`config.mk`:
```
export PLATFORM = sky130hd
export DESIGN_NAME = decode_stage_flat
export DESIGN_NICKNAME = d
export VERILOG_FILES = /design/src/rtl/decode_stage_if.sv /design/src/rtl/decode_stage.sv /design/src/flat_wrapper.sv
export SDC_FILE = /design/constraint.sdc
export NUM_CORES = 2
export LEC_CHECK = 0
export ABC_AREA = 1
export BUFFER_PORTS_ARGS = -buffer_cell sky130_fd_sc_hd__buf_2
export CAP_MARGIN = 40
export CELL_PAD_IN_SITES_DETAIL_PLACEMENT = 1
export CELL_PAD_IN_SITES_GLOBAL_PLACEMENT = 1
export CORE_MARGIN = 2
export CORE_UTILIZATION = 41
export DETAILED_ROUTE_END_ITERATION = 12
export PLACE_DENSITY = 0.76
export SYNTH_ARGS = -nofsm -noshare
export SYNTH_HDL_FRONTEND = slang
export SYNTH_SLANG_ARGS = --single-unit
```
`constraint.sdc`:
```
create_clock -name clk -period 34.7 [get_ports clk]
set_clock_uncertainty 0.15 [all_clocks]
set_input_delay 3.47 -clock clk [delete_from_list [all_inputs] [get_ports clk]]
set_output_delay 3.47 -clock clk [all_outputs]
set_load 0.01 [all_outputs]
```
`src/rtl/decode_stage_if.sv`:
```
// Decode-stage bus: fetch handshake, writeback port and the execute bundle.
// The decode stage takes the slave side; fetch/writeback/execute logic takes the master side.
interface decode_stage_if #(
    parameter int XLEN = 32
);
    logic            if_valid;
    logic            if_ready;
    logic [31:0]     if_instr;
    logic [XLEN-1:0] if_pc;
    logic            flush;
    logic            wb_en;
    logic [4:0]      wb_rd;
    logic [XLEN-1:0] wb_data;
    logic            ex_valid;
    logic            ex_ready;
    logic [XLEN-1:0] data1;
    logic [XLEN-1:0] data2;
    logic [6:0]      opcode;
    logic [2:0]      func3;
    logic [6:0]      func7;
    logic [4:0]      rd;
    logic            rd_we;
    logic            illegal;
    logic [XLEN-1:0] pc_out;

    modport slave (
        input  if_valid, if_instr, if_pc, flush, wb_en, wb_rd, wb_data, ex_ready,
        output if_ready, ex_valid, data1, data2, opcode, func3, func7, rd, rd_we,
               illegal, pc_out
    );

    modport master (
        output if_valid, if_instr, if_pc, flush, wb_en, wb_rd, wb_data, ex_ready,
        input  if_ready, ex_valid, data1, data2, opcode, func3, func7, rd, rd_we,
               illegal, pc_out
    );
endinterface

```
`src/rtl/decode_stage.sv`:
```
// Decode / operand-fetch stage: integer register file, immediate formation and a
// single registered bundle slot feeding the combinational ALU.
module decode_stage #(
    parameter int XLEN = 32,
    parameter int NREG = 32
) (
    input  logic          clk,
    input  logic          rst,
    decode_stage_if.slave bus
);
    localparam int AW = (NREG > 1) ? $clog2(NREG) : 1;

    typedef enum logic [6:0] {
        OP_R     = 7'b0110011,
        OP_IMM   = 7'b0010011,
        OP_LUI   = 7'b0110111,
        OP_AUIPC = 7'b0010111
    } opcode_e;

    typedef enum logic {
        ST_EMPTY = 1'b0,
        ST_FULL  = 1'b1
    } state_e;

    typedef struct packed {
        logic [XLEN-1:0] data1;
        logic [XLEN-1:0] data2;
        logic [XLEN-1:0] pc;
        logic [6:0]      opcode;
        logic [2:0]      func3;
        logic [6:0]      func7;
        logic [4:0]      rd;
        logic            rd_we;
        logic            illegal;
    } bundle_t;

    state_e          state_q;
    bundle_t         out_q;
    bundle_t         out_d;
    logic [XLEN-1:0] regs_q [NREG];

    logic            accept;
    logic [4:0]      rs1;
    logic [4:0]      rs2;
    logic [4:0]      rd_fld;
    logic [XLEN-1:0] rs1_val;
    logic [XLEN-1:0] rs2_val;
    logic signed [11:0] imm_i;
    logic signed [31:0] imm_u;

    assign rs1    = bus.if_instr[19:15];
    assign rs2    = bus.if_instr[24:20];
    assign rd_fld = bus.if_instr[11:7];
    assign imm_i  = bus.if_instr[31:20];
    assign imm_u  = {bus.if_instr[31:12], 12'b0};

    // Readiness looks only at the slot and the consumer; flush does not gate it.
    assign bus.if_ready = (state_q == ST_EMPTY) || bus.ex_ready;
    assign accept       = bus.if_valid && bus.if_ready;

    // Operand read with write-through bypass from the writeback port; x0 reads zero.
    always_comb begin
        // NOTE: each combinational output is given a default first so no path can infer a latch.
        rs1_val = '0;
        if (rs1 != 5'd0 && int'(rs1) < NREG) rs1_val = regs_q[rs1[AW-1:0]];
        if (bus.wb_en && bus.wb_rd == rs1 && rs1 != 5'd0) rs1_val = bus.wb_data;
    end

    always_comb begin
        rs2_val = '0;
        if (rs2 != 5'd0 && int'(rs2) < NREG) rs2_val = regs_q[rs2[AW-1:0]];
        if (bus.wb_en && bus.wb_rd == rs2 && rs2 != 5'd0) rs2_val = bus.wb_data;
    end

    always_comb begin
        out_d        = '0;
        out_d.opcode = bus.if_instr[6:0];
        out_d.func3  = bus.if_instr[14:12];
        out_d.rd     = rd_fld;
        out_d.pc     = bus.if_pc;
        case (bus.if_instr[6:0])
            OP_R: begin
                out_d.data1 = rs1_val;
                out_d.data2 = rs2_val;
                out_d.func7 = bus.if_instr[31:25];
                out_d.rd_we = 1'b1;
            end
            OP_IMM: begin
                out_d.data1 = rs1_val;
                out_d.data2 = XLEN'(imm_i);
                // Only the shift forms carry a meaningful func7 (the SRAI/SRLI selector).
                if (bus.if_instr[14:12] == 3'b001 || bus.if_instr[14:12] == 3'b101)
                    out_d.func7 = bus.if_instr[31:25];
                out_d.rd_we = 1'b1;
            end
            OP_LUI: begin
                out_d.data2 = XLEN'(imm_u);
                out_d.func3 = 3'b000;
                out_d.rd_we = 1'b1;
            end
            OP_AUIPC: begin
                out_d.data1 = bus.if_pc;
                out_d.data2 = XLEN'(imm_u);
                out_d.func3 = 3'b000;
                out_d.rd_we = 1'b1;
            end
            default: begin
                out_d.illegal = 1'b1;
            end
        endcase
        if (rd_fld == 5'd0) out_d.rd_we = 1'b0;
    end

    // Output slot: flush wins over accept and hold; a stalled bundle stays frozen.
    always_ff @(posedge clk or posedge rst) begin
        // NOTE: sequential state uses non-blocking assignments so every flop samples pre-edge values.
        if (rst) begin
            state_q <= ST_EMPTY;
            out_q   <= '0;
        end else if (bus.flush) begin
            state_q <= ST_EMPTY;
        end else begin
            case (state_q)
                ST_EMPTY: begin
                    if (accept) begin
                        state_q <= ST_FULL;
                        out_q   <= out_d;
                    end
                end
                ST_FULL: begin
                    if (accept) begin
                        out_q <= out_d;
                    end else if (bus.ex_ready) begin
                        state_q <= ST_EMPTY;
                    end
                end
                default: state_q <= ST_EMPTY;
            endcase
        end
    end

    // Writeback port is independent of stall and flush.
    always_ff @(posedge clk or posedge rst) begin
        if (rst) begin
            // NOTE: the register file must clear on reset, so it is built from resettable flops, not an inferred RAM.
            for (int i = 0; i < NREG; i++) regs_q[i] <= '0;
        end else if (bus.wb_en && bus.wb_rd != 5'd0 && int'(bus.wb_rd) < NREG) begin
            regs_q[bus.wb_rd[AW-1:0]] <= bus.wb_data;
        end
    end

    assign bus.ex_valid = (state_q == ST_FULL);
    assign bus.data1    = out_q.data1;
    assign bus.data2    = out_q.data2;
    assign bus.opcode   = out_q.opcode;
    assign bus.func3    = out_q.func3;
    assign bus.func7    = out_q.func7;
    assign bus.rd       = out_q.rd;
    assign bus.rd_we    = out_q.rd_we;
    assign bus.illegal  = out_q.illegal;
    assign bus.pc_out   = out_q.pc;
endmodule

```
`src/flat_wrapper.sv`:
```
// flat-port wrapper written by rule: the top's interface ports become plain ports
module decode_stage_flat 
#(
    parameter int XLEN = 32,
    parameter int NREG = 32
)
  (clk, rst, bus_if_valid, bus_if_instr, bus_if_pc, bus_flush, bus_wb_en, bus_wb_rd, bus_wb_data, bus_ex_ready, bus_if_ready, bus_ex_valid, bus_data1, bus_data2, bus_opcode, bus_func3, bus_func7, bus_rd, bus_rd_we, bus_illegal, bus_pc_out);
  decode_stage_if #(.XLEN(XLEN)) bus_i ();
  input  logic clk;
  input  logic rst;
  input wire logic [$bits(bus_i.if_valid)-1:0] bus_if_valid;
  input wire logic [$bits(bus_i.if_instr)-1:0] bus_if_instr;
  input wire logic [$bits(bus_i.if_pc)-1:0] bus_if_pc;
  input wire logic [$bits(bus_i.flush)-1:0] bus_flush;
  input wire logic [$bits(bus_i.wb_en)-1:0] bus_wb_en;
  input wire logic [$bits(bus_i.wb_rd)-1:0] bus_wb_rd;
  input wire logic [$bits(bus_i.wb_data)-1:0] bus_wb_data;
  input wire logic [$bits(bus_i.ex_ready)-1:0] bus_ex_ready;
  output wire logic [$bits(bus_i.if_ready)-1:0] bus_if_ready;
  output wire logic [$bits(bus_i.ex_valid)-1:0] bus_ex_valid;
  output wire logic [$bits(bus_i.data1)-1:0] bus_data1;
  output wire logic [$bits(bus_i.data2)-1:0] bus_data2;
  output wire logic [$bits(bus_i.opcode)-1:0] bus_opcode;
  output wire logic [$bits(bus_i.func3)-1:0] bus_func3;
  output wire logic [$bits(bus_i.func7)-1:0] bus_func7;
  output wire logic [$bits(bus_i.rd)-1:0] bus_rd;
  output wire logic [$bits(bus_i.rd_we)-1:0] bus_rd_we;
  output wire logic [$bits(bus_i.illegal)-1:0] bus_illegal;
  output wire logic [$bits(bus_i.pc_out)-1:0] bus_pc_out;
  assign bus_i.if_valid = bus_if_valid;
  assign bus_i.if_instr = bus_if_instr;
  assign bus_i.if_pc = bus_if_pc;
  assign bus_i.flush = bus_flush;
  assign bus_i.wb_en = bus_wb_en;
  assign bus_i.wb_rd = bus_wb_rd;
  assign bus_i.wb_data = bus_wb_data;
  assign bus_i.ex_ready = bus_ex_ready;
  assign bus_if_ready = bus_i.if_ready;
  assign bus_ex_valid = bus_i.ex_valid;
  assign bus_data1 = bus_i.data1;
  assign bus_data2 = bus_i.data2;
  assign bus_opcode = bus_i.opcode;
  assign bus_func3 = bus_i.func3;
  assign bus_func7 = bus_i.func7;
  assign bus_rd = bus_i.rd;
  assign bus_rd_we = bus_i.rd_we;
  assign bus_illegal = bus_i.illegal;
  assign bus_pc_out = bus_i.pc_out;
  decode_stage #(.XLEN(XLEN), .NREG(NREG)) u_core (.clk(clk), .rst(rst), .bus(bus_i));
endmodule
```
==> flow_summary.yaml <==
outcome:
  outcome: "finished clean"
global_route:
  maximum_number_of_pins_on_one_net_before_global_route_repair: 214
  groute.usage.overall: 0.366
  globalRoute.totalOverflow: 0
  via_count_of_the_first_global_routing_pass: 66700
  grt_pass1_wl_mm: 435
  grt_antenna_before_repair: 12
yosys:
  synth_largest_type_area_fraction: 0.450
  synth_seq_area_share: 0.450
  ys_seq_elements: 1145
  synthDistinctLibCells: 28
  ys_async_sr_fraction: 1.00
  post_synth.cell_area_avg_um2: 6.94
  synthFlopType: "sky130_fd_sc_hd__dfrtp_1"
  syn-cell-area_um2: 63600
  post_synth_inst_count: 9167
  synth-edff-count: 0
  ys.warnings.count: 0
  ys_top_cells_by_area: "sky130_fd_sc_hd__dfrtp_1 45%, sky130_fd_sc_hd__nand2_1 18%, sky130_fd_sc_hd__o21ai_0 10%"
  post_syn_nets: 9274
  synth_top_area_cell: "sky130_fd_sc_hd__dfrtp_1"
placement:
  placed_cell_area_um2: 66800
  port_buffers: 228
  place.detailed.instances: 10800
  place_hpwl_mm: 173
  routabilityCongestion: 0.878
detailed_routing:
  detail_route.iter0.violations: 7128
  drtPass1Iterations: 6
  drt-wirelength-per-cell_um: 26.5
  route.antenna.remaining_nets: 0
  number_of_vias_per_cell: 5.98
  drc_errors: 0
  via_count: 66200
  post_detailed_routing_wire_length_mm: 293
clocking:
  cts_max_path_buffers: 3
  cts-resized-gates: 0
  post-cts-setup-buffer-count: 0
  clk_root_buffer_cell: "sky130_fd_sc_hd__clkbuf_16"
  clock_tree.htree_level_count: 4
  cts_buffers: 136
  holdBufCountCts: 0
  cts.sink_count: 1145
  cts.clk_slew.worst_paths_ps: 50
  tritoncts_clock_tree: "yes"
  clk_latency_ps: 800
timing:
  fin_crit_sh: 0.218
  worst_slew_margin_rel: 0.296
  hold_viol_final: 0
  worst_slew_pin_slew_ps: 1060
  final_hold_slack_ps: 251
  max_frequency_mhz: 132
  grt_setup_unrepaired: "no"
  setup_viol: 0
  shortest_period_the_worst_path_allows_ps: 7570
  drv_slew: 0
  fin_setup_tns_ps: 0
pwr:
  leakage_uw: 0.0352
  report.power.total_uw: 3990
  pwr-share-comb: 0.197
  power_density_nw_per_um2: 55.9
  power.internal_uw: 2690
  worst_ir_drop_vdd_mv: 0.0599
  pwr-share-seq: 0.430
  swShare: 0.326
  p_clk_frac: 0.373
  p_switching_uw: 1300
finish:
  post_route_cells_drive_above_1_share: 0.0752
  nNetsFinal: 9021
  final_cell_area_um2: 71400
  area_growth_syn_to_layout_pct: 12.2
  stdcell_count: 11100
  final.fill_count: 19500
  layout.cells.most_common: "sky130_fd_sc_hd__nand2_1"
  final_cell_mix: "3016 x sky130_fd_sc_hd__nand2_1, 1325 x sky130_fd_sc_hd__o21ai_0, 1145 x sky130_fd_sc_hd__dfrtp_1"
job:
  timing.max_cap.violations: 0
worst_setup_path:
  endpoint_kind: "output pin"
  setup.worst_path.class: "primary input to output pin"
  r2r_start: "u_core.bus.ex_valid"
  critPathRequiredTime_ps: 31080
  worst-path-max-fanout: 2
  crit_path_start_kind: "primary input"
  worst_setup_path_startpoint: "bus_ex_ready"
  critical_path_arrival_ps: 3950
floorplan:
  dieWidth_um: 398
  core_area_um2: 154000
  die_outline_area_um2: 158000
  rows: 144
  start_util: 0.413
  io-pin-count: 229
  die_h_um: 398
worst_hold_path:
  hp-class: "flip-flop to flip-flop"
  hold_path_startpoint: "u_core.regs_q[1010]"
## critical path, stage by stage
cell	delay, ps
sky130_fd_sc_hd__buf_2	100
sky130_fd_sc_hd__nor2_1	160
sky130_fd_sc_hd__inv_1	90
sky130_fd_sc_hd__buf_2	140
## kinds of logic (layout without fill, tap and decap cells)
| logic type | count (synthesis) | after routing | share of synthesized area |
|---|---|---|---|
| and+or+nand+nor | 4180 | 4180 | 0.265 |
| AOI/OAI and AO/OA | 2195 | 2195 | 0.183 |
| xor gates and xnor gates | 3 | 3 | 0.000413 |
| DFF | 1145 | 1145 | 0.450 |
| other | 0 | 8 | 0 |
| buffers and inverters | 1644 | 1502 | 0.100 |
## power by group through the flow
stage,clock (uW),sequential (uW),combinational (uW)
finish,1490,1720,787
global route,1550,1740,891
CTS,1500,1710,778
detailed placement,0,1730,770
global placement,0,1720,714
floorplan,0,1700,534
## flip-flops by register name, summed over array words and instances, names as in the netlist
register and cells:
u_core.bus.rd_we 1, u_core.bus.illegal 1, u_core.bus.opcode 7, u_core.bus.data1 32
u_core.bus.pc_out 32, u_core.bus.rd 5, u_core.bus.ex_valid 1, u_core.bus.func7 7
u_core.bus.func3 3, u_core.regs_q 1024, u_core.bus.data2 32
## path summary, 6_finish.rpt
path,end,slack [ps],cells past startpoint
min in group asynchronous,u_core.regs_q[29],2570,2
max in group asynchronous,u_core.regs_q[327],27820,8
min reg2reg,u_core.regs_q[1010],250,0
min,u_core.regs_q[1010],250,0
max reg2reg,u_core.bus.data1[15],31500,8
max,bus_if_ready,27130,4
## synthesized netlist by cell type (49+ instances only)
master / n
sky130_fd_sc_hd__nand3_1: 726
sky130_fd_sc_hd__clkbuf_1: 537
sky130_fd_sc_hd__o21ai_0: 1325
sky130_fd_sc_hd__o211ai_1: 247
sky130_fd_sc_hd__inv_1: 832
sky130_fd_sc_hd__o21ai_1: 128
sky130_fd_sc_hd__nand4_1: 56
sky130_fd_sc_hd__nor2_1: 297
sky130_fd_sc_hd__nor3_1: 49
sky130_fd_sc_hd__a21oi_1: 458
sky130_fd_sc_hd__buf_1: 93
sky130_fd_sc_hd__dfrtp_1: 1145
sky130_fd_sc_hd__buf_2: 161
sky130_fd_sc_hd__nand2_1: 3036
## final cells by class
type	count	area (um2)	share of cell area
clock buffers	215	4200	0.0588
well taps	2044	2560	0.0358
multi-input cells	6378	28800	0.404
clock inverters	34	353	0.00494
diodes	8	20.0	0.000281
flip-flops and latches	1145	28700	0.402
inverters	851	3240	0.0454
repair buffers	402	3510	0.0492
## metal layers
layer / track usage / up-vias / part of all wire
met1: 0.471 / 33200 / 0.40
met2: 0.568 / 3079 / 0.45
met4: 0.229 / 4 / 0.070
met3: 0.0667 / 899 / 0.084
li1: - / 29000 / -
met5: 0 / - / 0.00012
## per-stage QoR
stage	setup WS, ps	util
floorplan	15270	-
global placement	26280	0.425
detailed placement	26800	0.434
CTS	27130	0.463
global route	27100	0.463
finish	27130	0.463
Note: power is estimated with default switching activity, not from simulation.
